## config.mk

```make
export PLATFORM = sky130hd
export DESIGN_NAME = ifetch_prefetch
export DESIGN_NICKNAME = d
export VERILOG_FILES = /design/src/rtl/ifetch_prefetch.sv
export SDC_FILE = /design/constraint.sdc
export NUM_CORES = 1
export LEC_CHECK = 0
export BUFFER_PORTS_ARGS = -buffer_cell sky130_fd_sc_hd__clkbuf_2
export CORE_ASPECT_RATIO = 1.5
export CORE_MARGIN = 4
export CORE_UTILIZATION = 30
export CTS_BUF_LIST = sky130_fd_sc_hd__clkbuf_8
export CTS_CLUSTER_DIAMETER = 50
export DETAILED_ROUTE_END_ITERATION = 10
export PLACE_DENSITY = 0.48
export SLEW_MARGIN = 20
export SYNTH_ARGS = -nofsm -noshare
export SYNTH_HDL_FRONTEND = slang
export SYNTH_SLANG_ARGS = --single-unit
```

## constraint.sdc

```tcl
create_clock -name clk_i -period 4.75 [get_ports clk_i]
set_input_delay 0.475 -clock clk_i [delete_from_list [all_inputs] [get_ports clk_i]]
set_output_delay 0.475 -clock clk_i [all_outputs]
set_load 0.01 [all_outputs]
```

## src/rtl/ifetch_prefetch.sv

```systemverilog
// Instruction fetch/prefetch unit: issues sequential word fetches on a req/gnt + rvalid bus,
// buffers returned words (with PC and error flag) in a FIFO and hands them to decode.
module ifetch_prefetch #(
    parameter int unsigned DEPTH    = 4,
    parameter logic [31:0] RESET_PC = 32'h0
) (
    input  logic        clk_i,
    input  logic        rst_n_i,
    input  logic        redirect_i,
    input  logic [31:0] redirect_pc_i,
    output logic        mem_req_o,
    output logic [31:0] mem_addr_o,
    input  logic        mem_gnt_i,
    input  logic        mem_rvalid_i,
    input  logic [31:0] mem_rdata_i,
    input  logic        mem_err_i,
    output logic        instr_valid_o,
    output logic [31:0] instr_o,
    output logic [31:0] instr_pc_o,
    output logic        instr_err_o,
    input  logic        instr_ready_i
);

    localparam int unsigned AW = (DEPTH > 1) ? $clog2(DEPTH) : 1;
    localparam int unsigned CW = $clog2(DEPTH + 1);
    localparam int unsigned SW = CW + 2;

    logic          r_active;
    logic [31:0]   r_fetch_pc;
    logic [CW-1:0] r_out_cnt;
    logic [CW-1:0] r_disc_cnt;
    logic [CW-1:0] r_occ;
    logic [AW-1:0] r_wr_ptr;
    logic [AW-1:0] r_rd_ptr;
    logic [AW-1:0] r_pcq_wr;
    logic [AW-1:0] r_pcq_rd;
    logic [31:0]   r_fifo_data [DEPTH];
    logic          r_fifo_err  [DEPTH];
    logic [31:0]   r_fifo_pc   [DEPTH];
    logic [31:0]   r_pcq       [DEPTH];

    logic [SW-1:0] w_credit_sum;
    logic [SW-1:0] w_disc_next;
    logic          w_req;
    logic          w_hs;
    logic          w_rsp_keep;
    logic          w_rsp_drop;
    logic          w_push;
    logic          w_pop;
    logic          w_nonempty;

    // Credit: buffered + in-flight + to-be-dropped words never exceed the FIFO depth
    always_comb begin
        w_credit_sum = SW'(r_occ) + SW'(r_out_cnt) + SW'(r_disc_cnt);
        w_req        = r_active && !redirect_i && (w_credit_sum < SW'(DEPTH));
        w_hs         = w_req && mem_gnt_i;
        w_rsp_keep   = mem_rvalid_i && (r_disc_cnt == '0);
        w_rsp_drop   = mem_rvalid_i && (r_disc_cnt != '0);
        w_push       = w_rsp_keep && !redirect_i;
        w_nonempty   = (r_occ != '0);
        w_pop        = w_nonempty && instr_ready_i && !redirect_i;
        w_disc_next  = SW'(r_disc_cnt) + SW'(r_out_cnt) + SW'(w_hs) - SW'(mem_rvalid_i);
    end

    assign mem_req_o     = w_req;
    assign mem_addr_o    = r_fetch_pc;
    assign instr_valid_o = w_nonempty;
    assign instr_o       = w_nonempty ? r_fifo_data[r_rd_ptr] : 32'h0;
    assign instr_pc_o    = w_nonempty ? r_fifo_pc[r_rd_ptr]   : 32'h0;
    assign instr_err_o   = w_nonempty ? r_fifo_err[r_rd_ptr]  : 1'b0;

    // Control state: fetch PC, counters, FIFO and PC-queue pointers; redirect flushes everything
    always_ff @(posedge clk_i or negedge rst_n_i) begin
        if (!rst_n_i) begin
            r_active   <= 1'b0;
            r_fetch_pc <= RESET_PC;
            r_out_cnt  <= '0;
            r_disc_cnt <= '0;
            r_occ      <= '0;
            r_wr_ptr   <= '0;
            r_rd_ptr   <= '0;
            r_pcq_wr   <= '0;
            r_pcq_rd   <= '0;
        end else begin
            r_active <= 1'b1;
            if (redirect_i) begin
                r_fetch_pc <= redirect_pc_i & ~32'h3;
                r_disc_cnt <= CW'(w_disc_next);
                r_out_cnt  <= '0;
                r_occ      <= '0;
                r_wr_ptr   <= '0;
                r_rd_ptr   <= '0;
                r_pcq_wr   <= '0;
                r_pcq_rd   <= '0;
            end else begin
                if (w_hs) begin
                    r_fetch_pc <= r_fetch_pc + 32'd4;
                    r_pcq_wr   <= r_pcq_wr + AW'(1);
                end
                if (w_rsp_keep) begin
                    r_pcq_rd <= r_pcq_rd + AW'(1);
                end
                if (w_rsp_drop) begin
                    r_disc_cnt <= r_disc_cnt - CW'(1);
                end
                r_out_cnt <= r_out_cnt + CW'(w_hs) - CW'(w_rsp_keep);
                r_occ     <= r_occ + CW'(w_push) - CW'(w_pop);
                if (w_push) begin
                    r_wr_ptr <= r_wr_ptr + AW'(1);
                end
                if (w_pop) begin
                    r_rd_ptr <= r_rd_ptr + AW'(1);
                end
            end
        end
    end

    // Storage: returned words tagged with the PC of their request; contents need no reset
    always_ff @(posedge clk_i) begin
        if (w_hs) begin
            r_pcq[r_pcq_wr] <= r_fetch_pc;
        end
        if (w_push) begin
            r_fifo_data[r_wr_ptr] <= mem_rdata_i;
            r_fifo_err[r_wr_ptr]  <= mem_err_i;
            r_fifo_pc[r_wr_ptr]   <= r_pcq[r_pcq_rd];
        end
    end

endmodule

```

# Word-level counts from Yosys, hierarchy flattened
# Memory sizes are Yosys's and may differ from the RTL's.
# Cells that the tools add are included.
# op_classes
addsub,15
multipliers,0
div_mod_pow,0
magnitude_cmp,1
eq_ne,0
shift,0
muxes,21
n_bitwise,0
reduce_logical,17
# op_table
cell,count
$mux W32,4
$add A32 B3 Y32 const B,1
$mux W2,8
$mux W3,4
$reduce_bool A2 Y1,5
$add A3 B1 Y3,3
$sub A3 B1 Y3,3
$add A2 B1 Y2 const B,4
$logic_and A1 B1 Y1,8
$reduce_bool A3 Y1,2
$add A4 B3 Y5,1
$lt A5 B3 Y1 const B,1
$mux W1,5
$add A3 B3 Y4,1
$add A3 B3 Y3,1
$logic_not A3 Y1,1
$sub A3 B1 Y3 const B,1
$logic_not A1 Y1,1
# word_totals
reg_bits,50
latch_bits,0
ramBits,388
romBits,0
inputBits,71
word_cells,67
n_memories,4
# mem_list
name,depth,word_bits,read_ports,rd_clocked_by_memory_dff,wr,line,source
r_fifo_data,4,32,1,0,1,37,logic [31:0] r_fifo_data [DEPTH];
r_fifo_pc,4,32,1,0,1,39,logic [31:0] r_fifo_pc [DEPTH];
r_pcq,4,32,1,0,1,40,logic [31:0] r_pcq [DEPTH];
r_fifo_err,4,1,1,0,1,38,logic r_fifo_err [DEPTH];

# Logic depth before layout (Yosys ltp)
# logic_depth
depth_word,8
depth_mapped,17
depth_no_buf,15

# Worst setup path after synthesis
# OpenSTA, ideal clock, no wires.
# synth_timing
kind,register -> register
start,register r_out_cnt[1]
end,register r_out_cnt[2]
setup_time_ns,0.132
arrival_ns,3.559
setup_slack_ns,1.059
stages_incl_launch_ff,18
period_less_slack_ns,3.691
path_cell_list,dfrtp_1 > inv_1 > fa_1 > nor2_1 > fa_1 > nor2_1 > o2111a_1 > nand2_1 > buf_2 > buf_4 > ha_1 > inv_1 > ha_1 > inv_1 > fa_1 > xnor2_1 > xnor2_1 > nor2_1
# synth_via
elab_chain_len,8
# synth_rtl
item,line,source
from (decl),30,logic [CW-1:0] r_out_cnt;
from (signal assigned),106,r_out_cnt <= r_out_cnt + CW'(w_hs) - CW'(w_rsp_keep);
$add A3 B3 Y4,54,w_credit_sum = SW'(r_occ) + SW'(r_out_cnt) + SW'(r_disc_cnt);
$add A4 B3 Y5,54,
$lt A5 B3 Y1,55,w_req = r_active && !redirect_i && (w_credit_sum < SW'(DEPTH));
$logic_and A1 B1 Y1,55,
$logic_and A1 B1 Y1,56,w_hs = w_req && mem_gnt_i;
$add A3 B1 Y3 (*),106,
$sub A3 B1 Y3 (*),106,
$mux W3 (*),86,if (redirect_i) begin
# Every way passes the cells marked *; elsewhere a longest branch is shown, timed or not.
# A chain may end at the register's enable or synchronous reset.

# Worst setup path after layout
# layout_timing
start,register r_out_cnt[1]
end,register r_disc_cnt[2]
# layout_via
elab_chain_len,8
word_cells_on_any_way,9
# layout_rtl
item,line,source
$add A3 B3 Y4,54,
$add A4 B3 Y5,54,
$lt A5 B3 Y1,55,
$logic_and A1 B1 Y1,55,
$logic_and A1 B1 Y1,56,
$add A3 B1 Y3 (*),62,w_disc_next = SW'(r_disc_cnt) + SW'(r_out_cnt) + SW'(w_hs) - SW'(mem_rvalid_i);
$sub A3 B1 Y3 (*),62,
$mux W3 (*),86,
to (signal assigned),88,r_disc_cnt <= CW'(w_disc_next);
to (signal assigned),104,r_disc_cnt <= r_disc_cnt - CW'(1);
to (decl),31,logic [CW-1:0] r_disc_cnt;
# Marked as above.

==> reports/metrics.yaml <==
netlist.area_leader.share_pct: 65.74
hold_viol: 0
vias: 8987
cp-end-kind: "register"
gp_congestion: 0.7305
maxSlewViolCount: 0
r2r-end: "r_disc_cnt[2]$_DFFE_PN0P_"
clock_latency_ns: 0.63
swShare_pct: 30.04
status: "finished clean"
regToRegStartpoint: "r_out_cnt[1]$_DFF_PN0_"
hold_depth: 3
pwr-share-seq_pct: 45.7
synthArstFlopShare_pct: 11.43
drt-wirelength-per-cell_um: 20.06
relSlewSlack_pct: 34.49
ant_nets: 0
power.total_mw: 10.33
start_kind: "register"
htreeDepth: 3
cts_resized: 0
cp_max_fo: 18
period_minus_slack_ns: 3.877
cts_sinks: 420
tightest_slew_ns: 0.9826
layout-drive-gt1-share_pct: 32.41
arrival_ns: 4.37
dieWidth_um: 202.3
synth_edf_count: 372
grt_pass1_wl_mm: 60.93
ys.flop_type: "edfxtp_1"
clock.fmax_ghz: 0.2579
syn_inst: 904
area_delta_synth_final_pct: 19.43
synth_area_per_cell_um2: 18.80
cts_setup_buffers: 0
clock_skew_ns: 0.01901
grt_overflow: 0
finalSetupTns_ns: 0
synth_cell_types: 52
path_clk_slew_ns: 0.06
cap_violations: 0
p_leak_nw: 7.071
tritoncts: "done"
clk_path_buf_depth: 3
hold_class: "input pin to register"
r2r_slack_ns: 0.87
grt_max_degree: 67
ys_top_cells_by_area: "edfxtp_1 (66%), mux4_2 (12%), dfrtp_1 (7.1%)"
antenna_found_initial: 1
crit_required_ns: 5.24
hpwlAfterDp_mm: 23.98
setup_viol: 0
critPathKind: "register to register"
yosysWarnings: 0
drc: 0
instances_no_fill: 1948
initial_core_util_pct: 30.36
firstDrtPassIters: 4
die_area_mm2: 0.06059
numPlacedInstances: 1804
core-area_mm2: 0.05597
ys_ff_latch: 420
holdBufCountCts: 14
final_common_cell: "edfxtp_1"
row_count: 106
rr_worst_depth: 14
numCtsBuffers: 72
yosys.area.top_type: "edfxtp_1"
netlist_area_mm2: 0.01699
routed_wirelength_mm: 39.08
power.switching_mw: 3.103
powerDensity_mw_per_mm2: 509.0
drtIter0Drc: 362
drt-vias-per-instance: 4.613
n_fill_cell: 5439
nets: 1234
die_y_um: 299.5
post-route-period-util_pct: 81.62
rsz0062_at_grt: "no"
grt_pass1_vias: 9958
final_cell_mix: "edfxtp_1 (372), clkbuf_2 (163), mux4_2 (93)"
ir_worst_vdd_uv: 335.6
clockRootBuffer: "clkbuf_8"
port_buffers: 163
pwr-share-comb_pct: 24.0
power.share.clock_pct: 30.3
ios: 170
ys_seq_area_share_pct: 72.81
hold_end: "mem_addr_o[16]$_DFFE_PN0N_"
grt_usage_pct: 13.12
hp-start: "redirect_pc_i[16]"
p_int_mw: 7.226
==> area by class of cell <==
cell class              count  area (um^2)  area share (%)
clock inverters            52        312.8           1.541
well taps                 756        945.9           4.661
clock buffers              77         1060           5.223
repair buffers            201         1149           5.660
inverters                  33        123.9          0.6104
diodes                      1        2.502         0.01233
multi-input cells         408         4317           21.27
flip-flops and latches    420        12380           61.02
==> per-layer routing <==
layer  global-route usage (%)  wire length [um]
met1                    16.12             16430
met2                    22.49             19820
met3                    3.052              1774
met4                    5.095              1049
met5                        0                 0
==> worst max-delay path by stage <==
stage	endpoint	startpoint	slack (ns)
after global routing	r_disc_cnt[2]$_DFFE_PN0P_	r_out_cnt[1]$_DFF_PN0_	0.59
after floorplan	r_out_cnt[2]$_DFF_PN0_	r_out_cnt[1]$_DFF_PN0_	1.06
final	r_disc_cnt[2]$_DFFE_PN0P_	r_out_cnt[1]$_DFF_PN0_	0.87
after global placement	r_disc_cnt[2]$_DFFE_PN0P_	r_out_cnt[1]$_DFF_PN0_	0.88
after detailed placement	r_disc_cnt[2]$_DFFE_PN0P_	r_out_cnt[1]$_DFF_PN0_	0.87
after CTS	r_disc_cnt[2]$_DFFE_PN0P_	r_out_cnt[1]$_DFF_PN0_	0.85
==> synthesized netlist by cell type (4+ instances only) <==
| master | number |
|---|---|
| edfxtp_1 | 372 |
| nand3_1 | 17 |
| a21oi_1 | 11 |
| or4_1 | 5 |
| or3_1 | 5 |
| buf_2 | 10 |
| clkbuf_1 | 23 |
| a221o_1 | 11 |
| o21ai_1 | 4 |
| nor3_1 | 10 |
| dfrtp_1 | 48 |
| and3_1 | 9 |
| xnor2_1 | 10 |
| nor2_1 | 22 |
| buf_4 | 7 |
| a21o_1 | 6 |
| ha_1 | 20 |
| and2_1 | 66 |
| nor2b_1 | 4 |
| buf_1 | 6 |
| inv_1 | 32 |
| o211ai_1 | 5 |
| o311ai_0 | 4 |
| nor4_1 | 5 |
| o21ai_0 | 15 |
| mux4_2 | 93 |
| nand2_1 | 31 |
| nand4_1 | 5 |
| fa_1 | 7 |
| mux2i_1 | 5 |
==> power by group through the flow <==
stage | Sequential [mW] | Combinational [mW] | Clock, mW
4_1_cts | 4.73 | 2.58 | 3.29
5_1_grt | 4.77 | 2.78 | 3.47
3_3_place_gp | 4.79 | 2.55 | 0
3_5_place_dp | 4.81 | 2.56 | 0
2_1_floorplan | 4.61 | 1.70 | 0
6_report | 4.72 | 2.48 | 3.13
==> worst max-delay path, stage by stage (launching register included) <==
cell,delay [ns]
dfrtp_1,0.40
inv_1,0.10
fa_1,0.59
nor2_1,0.07
fa_1,0.38
nor3b_2,0.18
o2111a_1,0.32
nand2_1,0.15
buf_4,0.23
inv_2,0.21
fa_1,0.46
fa_1,0.40
xnor2_1,0.14
nand2_1,0.06
o21ai_0,0.07
==> flip-flops by register name, summed over array words and instances (netlist names) <==
name         flops
mem_addr_o      30
r_wr_ptr         2
r_occ            3
r_fifo_pc      120
r_out_cnt        3
r_pcq_wr         2
r_pcq_rd         2
r_fifo_err       4
r_rd_ptr         2
r_pcq          120
r_active         1
r_fifo_data    128
r_disc_cnt       3
==> through the flow <==
stage / util (%) / hold WS, ns / setup slack [ns] / area [um^2]
after floorplan: - / 0.1794 / 1.059 / 17000
after global placement: 33.55 / 0.5541 / 0.8805 / 18780
after detailed placement: 33.55 / 0.5659 / 0.8684 / 18780
after CTS: 36.25 / 0.0002685 / 0.8550 / 20290
after global routing: 36.26 / 0.02433 / 0.5915 / 20290
final: 36.26 / 0.07525 / 0.8728 / 20290
==> logic make-up after synthesis <==
kind of cell / Yosys count / share of synthesized area (%)
AO/OA/AOI/OAI: 71 / 2.968
XOR/XNOR: 13 / 0.6701
adder cells (fa/ha/maj): 27 / 2.297
buffers and inverters: 79 / 1.973
flip-flops: 420 / 72.81
multiplexers: 98 / 12.62
other: 2 / 0.04420
AND/OR/NAND/NOR: 194 / 6.613
Note: power is estimated with default switching activity, not from simulation.
